[src/rtl/seg_display_arbiter_pkg.sv]
// ---------------------------------------------------------------------------
// seg_arb_pkg
// Shared types and helpers for the seven-segment display arbiter.
//   state_t  : arbiter state (IDLE / OWNED)
//   pick_t   : result of a round-robin search (valid bit + winning index)
//   rr_pick  : round-robin search starting one above the last owner
// ---------------------------------------------------------------------------
package seg_arb_pkg;

  // The search helper works on a fixed-width request vector so it can live
  // in a package; callers zero-extend their narrower request vectors.
  localparam int MAX_REQ = 32;
  localparam int PICK_W  = 5;

  typedef enum logic [0:0] {
    IDLE  = 1'b0,
    OWNED = 1'b1
  } state_t;

  typedef struct packed {
    logic              valid;
    logic [PICK_W-1:0] idx;
  } pick_t;

  // Returns the first asserted request found searching upward from last+1,
  // wrapping modulo num_req. The last owner itself is visited last, so it
  // only wins when nobody else is asking.
  function automatic pick_t rr_pick(input logic [MAX_REQ-1:0] req,
                                    input int unsigned        num_req,
                                    input int unsigned        last);
    pick_t       p;
    int unsigned cand;
    p = '0;
    for (int unsigned k = 1; k <= MAX_REQ; k++) begin
      cand = (last + k) % num_req;
      if (k <= num_req && !p.valid && req[cand[PICK_W-1:0]]) begin
        p.valid = 1'b1;
        p.idx   = cand[PICK_W-1:0];
      end
    end
    return p;
  endfunction

endpackage

[src/rtl/seg_display_arbiter_if.sv]
// ---------------------------------------------------------------------------
// seg_display_arbiter_if
// Bundles the requester-facing and display-facing signals of the arbiter.
//   req / req_encoded / req_dp : per-requester request level and frame
//   grant / owner / busy       : ownership status
//   encoded / digit_point      : frame forwarded to seven_segment
// Modports: master = requester/display side, slave = arbiter.
// ---------------------------------------------------------------------------
interface seg_display_arbiter_if #(
  parameter int NUM_REQ      = 2,
  parameter int NUM_SEGMENTS = 8
);
  localparam int IDX_W = (NUM_REQ > 1) ? $clog2(NUM_REQ) : 1;

  logic [NUM_REQ-1:0]                   req;
  logic [NUM_REQ-1:0][NUM_SEGMENTS-1:0][3:0] req_encoded;
  logic [NUM_REQ-1:0][NUM_SEGMENTS-1:0] req_dp;
  logic [NUM_REQ-1:0]                   grant;
  logic [IDX_W-1:0]                     owner;
  logic                                 busy;
  logic [NUM_SEGMENTS-1:0][3:0]         encoded;
  logic [NUM_SEGMENTS-1:0]              digit_point;

  modport master (
    output req, req_encoded, req_dp,
    input  grant, owner, busy, encoded, digit_point
  );

  modport slave (
    input  req, req_encoded, req_dp,
    output grant, owner, busy, encoded, digit_point
  );

endinterface

[src/rtl/seg_display_arbiter_rr_arbiter.sv]
// ---------------------------------------------------------------------------
// rr_arbiter
// Combinational round-robin pick.
//   req   : request levels
//   last  : index of the most recent owner (search starts at last+1)
//   valid : some request is asserted
//   idx   : winning requester index
// Supports up to seg_arb_pkg::MAX_REQ requesters.
// ---------------------------------------------------------------------------
module rr_arbiter
  import seg_arb_pkg::*;
#(
  parameter int NUM_REQ = 2,
  localparam int IDX_W  = (NUM_REQ > 1) ? $clog2(NUM_REQ) : 1
) (
  input  logic [NUM_REQ-1:0] req,
  input  logic [IDX_W-1:0]   last,
  output logic               valid,
  output logic [IDX_W-1:0]   idx
);

  logic [MAX_REQ-1:0] req_ext;
  pick_t              pick;

  // Widen the request vector to the helper's fixed width and run the search.
  always_comb begin
    req_ext                = '0;
    req_ext[NUM_REQ-1:0]   = req;
    pick                   = rr_pick(req_ext, NUM_REQ, 32'(last));
    valid                  = pick.valid;
    idx                    = IDX_W'(pick.idx);
  end

endmodule

[src/rtl/seg_display_arbiter.sv]
// ---------------------------------------------------------------------------
// seg_display_arbiter
// Shares one seven-segment display between NUM_REQ requesters. Ownership is
// round-robin with a minimum tenure of HOLD_CYCLES clocks; an owner that
// drops its request releases immediately.
//   clk   : clock, rising edge
//   reset : synchronous, active-high
//   bus   : slave side of seg_display_arbiter_if (requests in, grant/owner/
//           busy status and the selected frame out)
// ---------------------------------------------------------------------------
module seg_display_arbiter
  import seg_arb_pkg::*;
#(
  parameter int NUM_REQ      = 2,
  parameter int NUM_SEGMENTS = 8,
  parameter int HOLD_CYCLES  = 100_000_000
) (
  input  logic                  clk,
  input  logic                  reset,
  seg_display_arbiter_if.slave  bus
);

  localparam int IDX_W = (NUM_REQ > 1) ? $clog2(NUM_REQ) : 1;
  localparam int CNT_W = $clog2(HOLD_CYCLES);
  localparam logic [CNT_W-1:0] CNT_MAX = CNT_W'(HOLD_CYCLES - 1);

  state_t             state;
  logic [CNT_W-1:0]   hold_cnt;
  logic [IDX_W-1:0]   last;

  logic               pick_valid;
  logic [IDX_W-1:0]   pick_idx;
  logic               expired;

  logic               nxt_valid;
  logic               nxt_new;
  logic [IDX_W-1:0]   nxt_idx;
  logic [NUM_REQ-1:0] nxt_grant;

  rr_arbiter #(
    .NUM_REQ (NUM_REQ)
  ) u_rr (
    .req   (bus.req),
    .last  (last),
    .valid (pick_valid),
    .idx   (pick_idx)
  );

  assign expired = (hold_cnt == CNT_MAX);

  // Decide who owns the display after this edge. nxt_new marks the start of
  // a fresh tenure. When the owner has expired and is the only requester,
  // the pick wraps back to the owner itself, so it simply keeps the display.
  always_comb begin
    nxt_valid = 1'b0;
    nxt_new   = 1'b0;
    nxt_idx   = last;
    nxt_grant = '0;
    case (state)
      IDLE: begin
        if (pick_valid) begin
          nxt_valid = 1'b1;
          nxt_new   = 1'b1;
          nxt_idx   = pick_idx;
        end
      end
      OWNED: begin
        if (!bus.req[last]) begin
          if (pick_valid) begin
            nxt_valid = 1'b1;
            nxt_new   = 1'b1;
            nxt_idx   = pick_idx;
          end
        end else if (expired && pick_idx != last) begin
          nxt_valid = 1'b1;
          nxt_new   = 1'b1;
          nxt_idx   = pick_idx;
        end else begin
          nxt_valid = 1'b1;
        end
      end
      default: ;
    endcase
    if (nxt_valid) begin
      nxt_grant[nxt_idx] = 1'b1;
    end
  end

  // State, tenure counter, round-robin pointer and all registered outputs.
  // The frame follows the next owner's live data every cycle.
  always_ff @(posedge clk) begin
    if (reset) begin
      state           <= IDLE;
      hold_cnt        <= '0;
      last            <= IDX_W'(NUM_REQ - 1);
      bus.owner       <= '0;
      bus.grant       <= '0;
      bus.busy        <= 1'b0;
      bus.encoded     <= '0;
      bus.digit_point <= '0;
    end else begin
      state     <= nxt_valid ? OWNED : IDLE;
      bus.grant <= nxt_grant;
      bus.busy  <= nxt_valid;
      if (nxt_new) begin
        hold_cnt  <= '0;
        last      <= nxt_idx;
        bus.owner <= nxt_idx;
      end else if (!nxt_valid) begin
        hold_cnt  <= '0;
      end else if (!expired) begin
        hold_cnt  <= hold_cnt + CNT_W'(1);
      end
      if (nxt_valid) begin
        bus.encoded     <= bus.req_encoded[nxt_idx];
        bus.digit_point <= bus.req_dp[nxt_idx];
      end else begin
        bus.encoded     <= '0;
        bus.digit_point <= '0;
      end
    end
  end

endmodule

[src/flat_wrapper.sv]
// flat-port wrapper written by rule: the top's interface ports become plain ports
module seg_display_arbiter_flat import seg_arb_pkg::*;
#(
  parameter int NUM_REQ      = 2,
  parameter int NUM_SEGMENTS = 8,
  parameter int HOLD_CYCLES  = 100_000_000
)
  (clk, reset, bus_req, bus_req_encoded, bus_req_dp, bus_grant, bus_owner, bus_busy, bus_encoded, bus_digit_point);
  seg_display_arbiter_if #(.NUM_REQ(NUM_REQ), .NUM_SEGMENTS(NUM_SEGMENTS)) bus_i ();
  input  logic clk;
  input  logic reset;
  input wire logic [$bits(bus_i.req)-1:0] bus_req;
  input wire logic [$bits(bus_i.req_encoded)-1:0] bus_req_encoded;
  input wire logic [$bits(bus_i.req_dp)-1:0] bus_req_dp;
  output wire logic [$bits(bus_i.grant)-1:0] bus_grant;
  output wire logic [$bits(bus_i.owner)-1:0] bus_owner;
  output wire logic [$bits(bus_i.busy)-1:0] bus_busy;
  output wire logic [$bits(bus_i.encoded)-1:0] bus_encoded;
  output wire logic [$bits(bus_i.digit_point)-1:0] bus_digit_point;
  assign bus_i.req = bus_req;
  assign bus_i.req_encoded = bus_req_encoded;
  assign bus_i.req_dp = bus_req_dp;
  assign bus_grant = bus_i.grant;
  assign bus_owner = bus_i.owner;
  assign bus_busy = bus_i.busy;
  assign bus_encoded = bus_i.encoded;
  assign bus_digit_point = bus_i.digit_point;
  seg_display_arbiter #(.NUM_REQ(NUM_REQ), .NUM_SEGMENTS(NUM_SEGMENTS), .HOLD_CYCLES(HOLD_CYCLES)) u_core (.clk(clk), .reset(reset), .bus(bus_i));
endmodule
[config.mk]
export PLATFORM = sky130hd
export DESIGN_NAME = seg_display_arbiter_flat
export DESIGN_NICKNAME = d
export VERILOG_FILES = /design/src/rtl/seg_display_arbiter_pkg.sv /design/src/rtl/seg_display_arbiter_if.sv /design/src/rtl/seg_display_arbiter_rr_arbiter.sv /design/src/rtl/seg_display_arbiter.sv /design/src/flat_wrapper.sv
export SDC_FILE = /design/constraint.sdc
export NUM_CORES = 1
export LEC_CHECK = 0
export CORE_MARGIN = 10
export CORE_UTILIZATION = 41
export DETAILED_ROUTE_END_ITERATION = 6
export PLACE_DENSITY = 0.82
export SLEW_MARGIN = 10
export SYNTH_ARGS = -nofsm -noshare
export SYNTH_HDL_FRONTEND = slang
export SYNTH_SLANG_ARGS = --single-unit
[constraint.sdc]
create_clock -name clk -period 2.3 [get_ports clk]
set_input_delay 0.23 -clock clk [delete_from_list [all_inputs] [get_ports clk]]
set_output_delay 0.23 -clock clk [all_outputs]
set_load 0.01 [all_outputs]
# Word level (Yosys, flattened, before mapping)
# Index checks and enable logic that the tools add are counted.
[totals] register_bits=73 in_bits=84 output_inout_bits=44 elab_cells=58
[classes] add_sub_neg=3 magnitude_cmp=5 n_eq_ne=2 mux=25 bitwise_logic=2 reduce_logical=6
[op_table] operator="$mux 32" n=2
[op_table] operator="$add 27x1->27 const B" n=1
[op_table] operator="$eq 27x27->1 const B" n=1
[op_table] operator="$mux 8" n=2
[op_table] operator="$mux 1" n=15
[op_table] operator="$lt 1x6->1 const B" n=2
[op_table] operator="$mux 6" n=2
[op_table] operator="$pmux 1 s2" n=3
[op_table] operator="$lt 1x2->1 const B" n=2
[op_table] operator="$logic_and 1x1->1" n=3
[op_table] operator="$reduce_or 3->1" n=1
[op_table] operator="$add 1x1->1 const B" n=2
[op_table] operator="$not 1->1" n=2
[op_table] operator="$reduce_or 2->1" n=1
[op_table] operator="$demux 1 s1" n=1
[op_table] operator="$ge 1x1->1 const B" n=1
[op_table] operator="$logic_not 1->1" n=1
[op_table] operator="$ne 1x1->1" n=1

# Depth between registers and ports, before layout
# Gate-level depths: netlist of the first run.
[logic_depth] word_depth=16 depth_mapped=9 depth_no_buf=6

# Cells and area by module
# Synthesis of the first run repeated with hierarchy kept, for this count alone.
[unflattened] hier_cells=277 area_unflattened_um2=2912.8
[by_module_without_submodules] module="seg_display_arbiter" n_inst=1 cells_per_inst=275 area_each_um2=2899.0 seq_area_each_um2=1441.4
[by_module_without_submodules] module="rr_arbiter" n_inst=1 cells_per_inst=2 area_each_um2=13.8 seq_area_each_um2=0.0

# Least setup slack after synthesis of the first run
# No wires, ideal clock.
[synth_timing] kind="flip-flop to flip-flop" start="reg u_core.hold_cnt[25]" end="reg u_core.bus.encoded[0]" setup_ns=0.122 t_arrival_ns=2.185 t_required_ns=2.178 setup_slack_ns=-0.007 stages_incl_launch_ff=8 path_buffers=2 period_less_slack_ns=2.307 cell_sequence="dfxtp_1 > or4b_4 > or4_4 > buf_6 > nor2_8 > o211ai_4 > buf_6 > a221o_1"
[synth_between] elab_chain_cells=7
[synth_lines] item="start: declaration" line="seg_display_arbiter.sv:28" text="logic [CNT_W-1:0] hold_cnt;"
[synth_lines] item="start signal: assignment" line="seg_display_arbiter.sv:112" text="hold_cnt <= hold_cnt + CNT_W'(1);"
[synth_lines] item="$eq 27x27->1" line="seg_display_arbiter.sv:49" text="assign expired = (hold_cnt == CNT_MAX);"
[synth_lines] item="$logic_and 1x1->1" line="seg_display_arbiter.sv:74" text="end else if (expired && pick_idx != last) begin"
[synth_lines] item="$mux 1" line="seg_display_arbiter.sv:74"
[synth_lines] item="$mux 1" line="seg_display_arbiter.sv:68" text="if (!bus.req[last]) begin"
[synth_lines] item="$pmux 1 s2" line="seg_display_arbiter.sv:59" text="case (state)"
[synth_lines] item="$mux 32 (implied by the code) (2 in a row)" line="seg_display_arbiter.sv:115" text="bus.encoded <= bus.req_encoded[nxt_idx];"
[synth_lines] item="end signal: assignment" line="seg_display_arbiter.sv:115"
[synth_lines] item="end: declaration" line="seg_display_arbiter_if.sv:31" text="output grant, owner, busy, encoded, digit_point"
# Every way passes these cells. The select of a mux whose other input is x is not followed.
# A chain may end at the register's enable or synchronous reset.

# Final worst setup path of the first run
[layout_timing] start="reg u_core.hold_cnt[25]" end="reg u_core.bus.encoded[19]"
# The elaborated chain is that of the path after synthesis.

==> results.sh, run 1 <==
export IMPL_synth_edf_count=0
export IMPL_fin_cells=658
export IMPL_yosysTopAreaCellShare_pct=38.92
export IMPL_cts_tree="done"
export IMPL_outcome="complete, but fails checks"
export IMPL_async_reset_ff_share_pct=0
export IMPL_dp_cells=638
export IMPL_grt_pass1_vias=3568
export IMPL_final_hold_viol_count=0
export IMPL_synth_common_cells="dfxtp_1 (72), nand2_1 (51), o211ai_1 (42)"
export IMPL_timing_rr_end="u_core.bus.encoded[19]$_SDFF_PP0_"
export IMPL_yosysWarnings=0
export IMPL_synth_seq_cells=72
export IMPL_io_pins=128
export IMPL_grt_pass1_wl_mm=18.10
export IMPL_n_antenna_cell=0
export IMPL_yosys_area_top_type="dfxtp_1"
export IMPL_fill_cells=698
export IMPL_vdd_drop_max_mv=0.3304
export IMPL_maxCapViolCount=0
export IMPL_holdPathStages=2
export IMPL_cts_root_buf="clkbuf_8"
export IMPL_p_leak_nw=1.996
export IMPL_clock_skew_ps=18.62
export IMPL_syn2layout_area_growth_pct=47.43
export IMPL_r2r_cells=6
export IMPL_synth_area_leaders="dfxtp_1 (39%), a221o_1 (11%), o211ai_1 (8.5%)"
export IMPL_total_power_mw=3.048
export IMPL_yosysSeqAreaShare_pct=38.92
export IMPL_critPathCaptureType="flip-flop"
export IMPL_path_class="flip-flop to flip-flop"
export IMPL_clkTransAtPathRegs_ps=90
export IMPL_period_minus_slack_ps=2355
export IMPL_grt_use_total_pct=16.47
export IMPL_core_area_mm2=0.008763
export IMPL_first_pass_iters=5
export IMPL_die_width_um=115.0
export IMPL_yosysMostFrequentCell="dfxtp_1"
export IMPL_hp_class="input port to flip-flop"
export IMPL_post_drt_via_cell_ratio=5.880
export IMPL_crit_end="u_core.bus.encoded[19]$_SDFF_PP0_"
export IMPL_fmax_mhz=424.6
export IMPL_pre_cts_slack_ps=-10.38
export IMPL_timing_worst_slew_pin_value_ps=1106
export IMPL_crit_required_ps=2530
export IMPL_ys_flop_type="dfxtp_1"
export IMPL_ctsHtreeMaxLevel=3
export IMPL_design_area_mm2=0.005460
export IMPL_critPathLaunch="u_core.hold_cnt[25]$_SDFFE_PP0P_"
export IMPL_drive_above_1_share_pct=10.00
export IMPL_clockBufferDepth=2
export IMPL_rsz0062_at_grt="yes"
export IMPL_row_count=34
export IMPL_drt_initial_drc_count=263
export IMPL_post_dp_hpwl_mm=8.191
export IMPL_critical_path_arrival_ps=2590
export IMPL_vias=3869
export IMPL_numCtsBuffers=9
export IMPL_drc=0
export IMPL_reg2reg_from="u_core.hold_cnt[25]$_SDFFE_PP0P_"
export IMPL_start_kind="flip-flop"
export IMPL_syn_nets=504
export IMPL_rrSetupSlack_ps=-60
export IMPL_slew_violations=0
export IMPL_violations="negative setup slack"
export IMPL_syn_inst=419
export IMPL_place_congestion=0.8244
export IMPL_antenna_found_initial=0
export IMPL_slew_headroom_pct=26.10
export IMPL_avgRoutedWirePerCell_um=17.63
export IMPL_die_y_um=115.0
export IMPL_clock_sinks=72
export IMPL_worst_slack_ps=-55.22
export IMPL_setup_viol=35
export IMPL_synth_cell_types=36
export IMPL_ctsHoldBuffers=0
export IMPL_grt_max_degree=48
export IMPL_finalCritPeriodShare_pct=102.4
export IMPL_grt_ovfl_total=0
export IMPL_finalWirelength_mm=11.60
export IMPL_dpl_instance_area_mm2=0.005186
export IMPL_crit_fanout=17
export IMPL_postRouteAntennaNets=0
export IMPL_port_buffers=127
export IMPL_fin_hold_ws_ps=471.5
export IMPL_dieArea_mm2=0.01323
export IMPL_start_util_pct=42.26
export IMPL_fin_nets=630
export IMPL_syn_cell_area_mm2=0.003704
export IMPL_power_density_mw_per_mm2=558.1
export IMPL_clk_latency_ps=360
export IMPL_avgSynthCellArea_um2=8.839
-- cell type report --
cell class              count  area [um2]  share of cell area (%)
well taps                 108       135.1                   2.475
flip-flops and latches     72        1443                   26.42
repair buffers            158        1588                   29.08
clock inverters             6       93.84                   1.719
clock buffers              10       127.6                   2.337
inverters                   2       7.507                  0.1375
multi-input cells         302        2066                   37.83
-- state kept, by name, summed over array words and instances, names as in the netlist --
signal / flops
u_core.bus.owner: 1
u_core.state: 1
u_core.bus.encoded: 32
u_core.bus.grant: 2
u_core.last: 1
u_core.bus.digit_point: 8
u_core.hold_cnt: 27
-- stage by stage --
stage,util [%],setup TNS (ps)
floorplan,-,0
global placement,59.18,0
detailed placement,59.18,-19.60
CTS,61.71,-38.81
global route,62.31,-3169
finish,62.31,-954.2
-- report_power, final --
group          switching, mW  total (mW)  internal [mW]
Clock                  0.502        1.12          0.617
Sequential            0.0276        1.35           1.32
Combinational          0.243       0.584          0.341
Total                  0.773        3.05           2.28
-- worst min-delay path by stage --
stage	start	endpoint	slack (ps)
after CTS	bus_req_encoded[33]	u_core.bus.encoded[1]$_SDFF_PP0_	460
after global placement	u_core.hold_cnt[1]$_SDFFE_PP0P_	u_core.hold_cnt[1]$_SDFFE_PP0P_	480
after detailed placement	u_core.hold_cnt[1]$_SDFFE_PP0P_	u_core.hold_cnt[1]$_SDFFE_PP0P_	500
after floorplan	reset	u_core.state$_SDFF_PP0_	300
after global routing	bus_req_encoded[33]	u_core.bus.encoded[1]$_SDFF_PP0_	470
final	bus_req_encoded[38]	u_core.bus.encoded[6]$_SDFF_PP0_	470
-- metal layers --
metal  part of all wire [%]  vias to the layer above  track usage (%)
met5                      0                        -                0
met4                    2.0                        0            6.353
met3                    7.0                       19            3.542
met2                     49                      165            27.97
met1                     42                     1818            19.84
li1                       -                     1867                -
-- kinds of logic (layout without fill, tap and decap cells) --
logic type               Yosys count  after routing  share of synthesized area, %
AO/OA/AOI/OAI                    149            149                         32.13
AND/OR/NAND/NOR                  130            130                         17.63
flip-flops                        72             72                         38.92
buffers and inverters             45            176                         5.743
XOR/XNOR                          21             21                         4.966
adder cells (fa/ha/maj)            1              1                        0.3378
multiplexers                       1              1                        0.2703
-- worst max-delay path, cell delays in order, from the launching register on --
cell	delay, ps
dfxtp_2	330
or4b_4	540
or4_4	610
nor2_8	150
o211ai_4	130
buf_12	190
a221o_1	300
-- repair_timing --
item                                    4_1_cts  5_1_grt
endpoints found under the setup margin        6       40
setup buffers                                 0        2
gates cloned                                  0        2
pin swaps                                     2        6
gates resized for setup                       0        1
-- placed cells by master (no fill, tap or decap), types with 2 or more instances in the layout --
cell type	Yosys	routed
clkbuf_8	0	9
nand3_1	15	15
o211ai_1	42	42
a211oi_1	5	5
inv_1	2	2
xnor2_1	4	4
nand2_1	51	51
and4_1	5	5
nor3_1	3	3
xor2_1	17	17
nand4_1	8	8
a31oi_1	2	2
or3_1	3	3
clkinv_4	0	3
o31ai_1	40	40
o21ai_0	9	9
dfxtp_1	72	71
buf_12	0	5
nand2b_1	4	4
bufinv_16	0	2
a221o_1	40	40
nor2b_1	4	4
nor2_1	23	23
a21oi_1	8	7
buf_4	0	24
and3_1	7	7
clkdlybuf4s50_1	0	127
(Power assumes the default switching activity.)
==> inputs of run 2 (changes only) <==
CORE_UTILIZATION = 42   (was 41)
CTS_BUF_LIST = sky130_fd_sc_hd__clkbuf_4   (was unset)
PLACE_DENSITY = 0.84   (was 0.82)
==> run 2 against run 1 <==
  * The flow still finishes with violations (negative setup slack)
  * Utilization increased by 0.75 points
  * Critical path type unchanged
  * Critical path depth unchanged
  * Die area decreased by 2.0%
  * Sequential cell count unchanged
==> results.sh, run 2 (synthesized netlist as in run 1, its figures left out) <==
export IMPL_regMostFlops="u_core.bus.encoded"
export IMPL_clock_skew_ps=24.31
export IMPL_violations="negative setup slack"
export IMPL_grt_ovfl_total=0
export IMPL_final_hold_viol_count=0
export IMPL_place_congestion=0.7991
export IMPL_crit_chain="or4b_4, or4_4, nor2_8, o211ai_4, clkbuf_16, a221o_1"
export IMPL_rsz0062_at_grt="yes"
export IMPL_p_leak_nw=1.977
export IMPL_path_class="flip-flop to flip-flop"
export IMPL_die_width_um=113.9
export IMPL_syn2layout_area_growth_pct=47.03
export IMPL_post_drt_via_cell_ratio=5.964
export IMPL_cts_tree="done"
export IMPL_final_common_cell="clkdlybuf4s50_1"
export IMPL_drc=0
export IMPL_outcome="complete, but fails checks"
export IMPL_clock_sinks=72
export IMPL_fill_cells=740
export IMPL_numCtsBuffers=9
export IMPL_postRouteAntennaNets=0
export IMPL_worst_path_largest_cell_delay_ps=610
export IMPL_dpl_instance_area_mm2=0.005221
export IMPL_largest_reg_flops=32
export IMPL_ctsHtreeMaxLevel=3
export IMPL_start_kind="flip-flop"
export IMPL_slowest_stage="or4_4"
export IMPL_first_pass_iters=5
export IMPL_slew_violations=0
export IMPL_wl_met3_um=798
export IMPL_rrSetupSlack_ps=-80
export IMPL_dp_cells=639
export IMPL_critPathCaptureType="flip-flop"
export IMPL_hp_class="input port to flip-flop"
export IMPL_grt_pass1_vias=3757
export IMPL_vias=3930
export IMPL_tns_ps=-1853
export IMPL_clockBufferDepth=2
export IMPL_design_area_mm2=0.005445
export IMPL_crit_required_ps=2620
export IMPL_die_y_um=113.9
export IMPL_n_antenna_cell=0
export IMPL_setup_viol=40
export IMPL_largest_registers="u_core.bus.encoded: 32 flops, u_core.hold_cnt: 27 flops, u_core.bus.digit_point: 8 flops"
export IMPL_cts_root_buf="clkbuf_4"
export IMPL_drive_above_1_share_pct=10.89
export IMPL_io_pins=128
export IMPL_power_density_mw_per_mm2=492.5
export IMPL_fin_nets=631
export IMPL_port_buffers=127
export IMPL_clk_latency_ps=430
export IMPL_core_area_mm2=0.008636
export IMPL_wl_met2_mm=6.203
export IMPL_grt_pass1_wl_mm=18.91
export IMPL_drt_initial_drc_count=362
export IMPL_crit_fanout=15
export IMPL_fmax_mhz=419.6
export IMPL_post_dp_hpwl_mm=8.553
export IMPL_grt_use_total_pct=17.42
export IMPL_highest_layer="met4"
export IMPL_fin_cells=659
export IMPL_drt_met1_wl_mm=5.092
export IMPL_period_minus_slack_ps=2383
export IMPL_avgRoutedWirePerCell_um=18.69
export IMPL_clkTransAtPathRegs_ps=140
export IMPL_antenna_found_initial=0
export IMPL_finalCritPeriodShare_pct=103.6
export IMPL_fin_hold_ws_ps=397.2
export IMPL_timing_worst_slew_pin_value_ps=379.7
export IMPL_finalWirelength_mm=12.32
export IMPL_critical_path_arrival_ps=2710
export IMPL_start_util_pct=42.89
export IMPL_vdd_drop_max_mv=0.3453
export IMPL_dieArea_mm2=0.01297
export IMPL_row_count=34
export IMPL_final_cell_mix="clkdlybuf4s50_1 (127), dfxtp_1 (71), nand2_1 (51)"
export IMPL_maxCapViolCount=0
export IMPL_grt_max_degree=46
export IMPL_slew_headroom_pct=74.65
export IMPL_worst_slack_ps=-83.46
[run 2: through the flow]
step           worst slack (ps)  power [mW]  utilization, %
2_1_floorplan             5.089       1.593               -
3_3_place_gp              8.769       1.946           60.46
3_5_place_dp             -62.21       1.961           60.46
4_1_cts                  -74.24       2.680           61.85
5_1_grt                  -127.9       2.804           63.05
6_report                 -83.46       2.682           63.05
[run 2: routing by layer]
layer  global-route usage, %  up-vias
met5                       0        -
met4                   5.430        0
met3                   4.042       20
met2                   30.93      142
met1                   20.18     1900
li1                        -     1868
[run 2: path summary, 6_finish.rpt]
kind	start	endpoint	cells past startpoint
worst max register to register	u_core.hold_cnt[25]$_SDFFE_PP0P_	u_core.bus.encoded[13]$_SDFF_PP0_	6
worst min-delay path	bus_req_encoded[34]	u_core.bus.encoded[2]$_SDFF_PP0_	2
worst min register to register	u_core.hold_cnt[1]$_SDFFE_PP0P_	u_core.hold_cnt[1]$_SDFFE_PP0P_	2
worst max-delay path	u_core.hold_cnt[25]$_SDFFE_PP0P_	u_core.bus.encoded[13]$_SDFF_PP0_	6
[run 2: repair_timing]
item,4_1_cts,5_1_grt
buffers inserted,0,1
pin swaps,8,13
endpoints found under the setup margin,17,41
hold buffers,0,0
endpoints found under the hold margin,0,0
resized for setup,0,4
cloned,0,3
[run 2: cell type report]
class	count	area, um2	share of cell area, %
Sequential cell	72	1443	26.49
Clock buffer	10	75.07	1.379
Clock inverter	6	45.04	0.8272
Inverter	2	7.507	0.1379
Tap cell	108	135.1	2.482
Timing Repair Buffer	159	1652	30.33
Multi-Input combinational cell	302	2088	38.35
[run 2: report_power, final]
group,total [mW],internal [mW],switching [mW]
clock network,0.731,0.237,0.494
registers,1.35,1.32,0.0292
logic,0.603,0.354,0.248
[run 2: critical path, delay by kind of cell (launching register included)]
family	cells	cell delay [ps]
AO/OA/AOI/OAI	2	450
flip-flops	1	340
AND/OR/NAND/NOR	3	1290
buffers and inverters	1	220
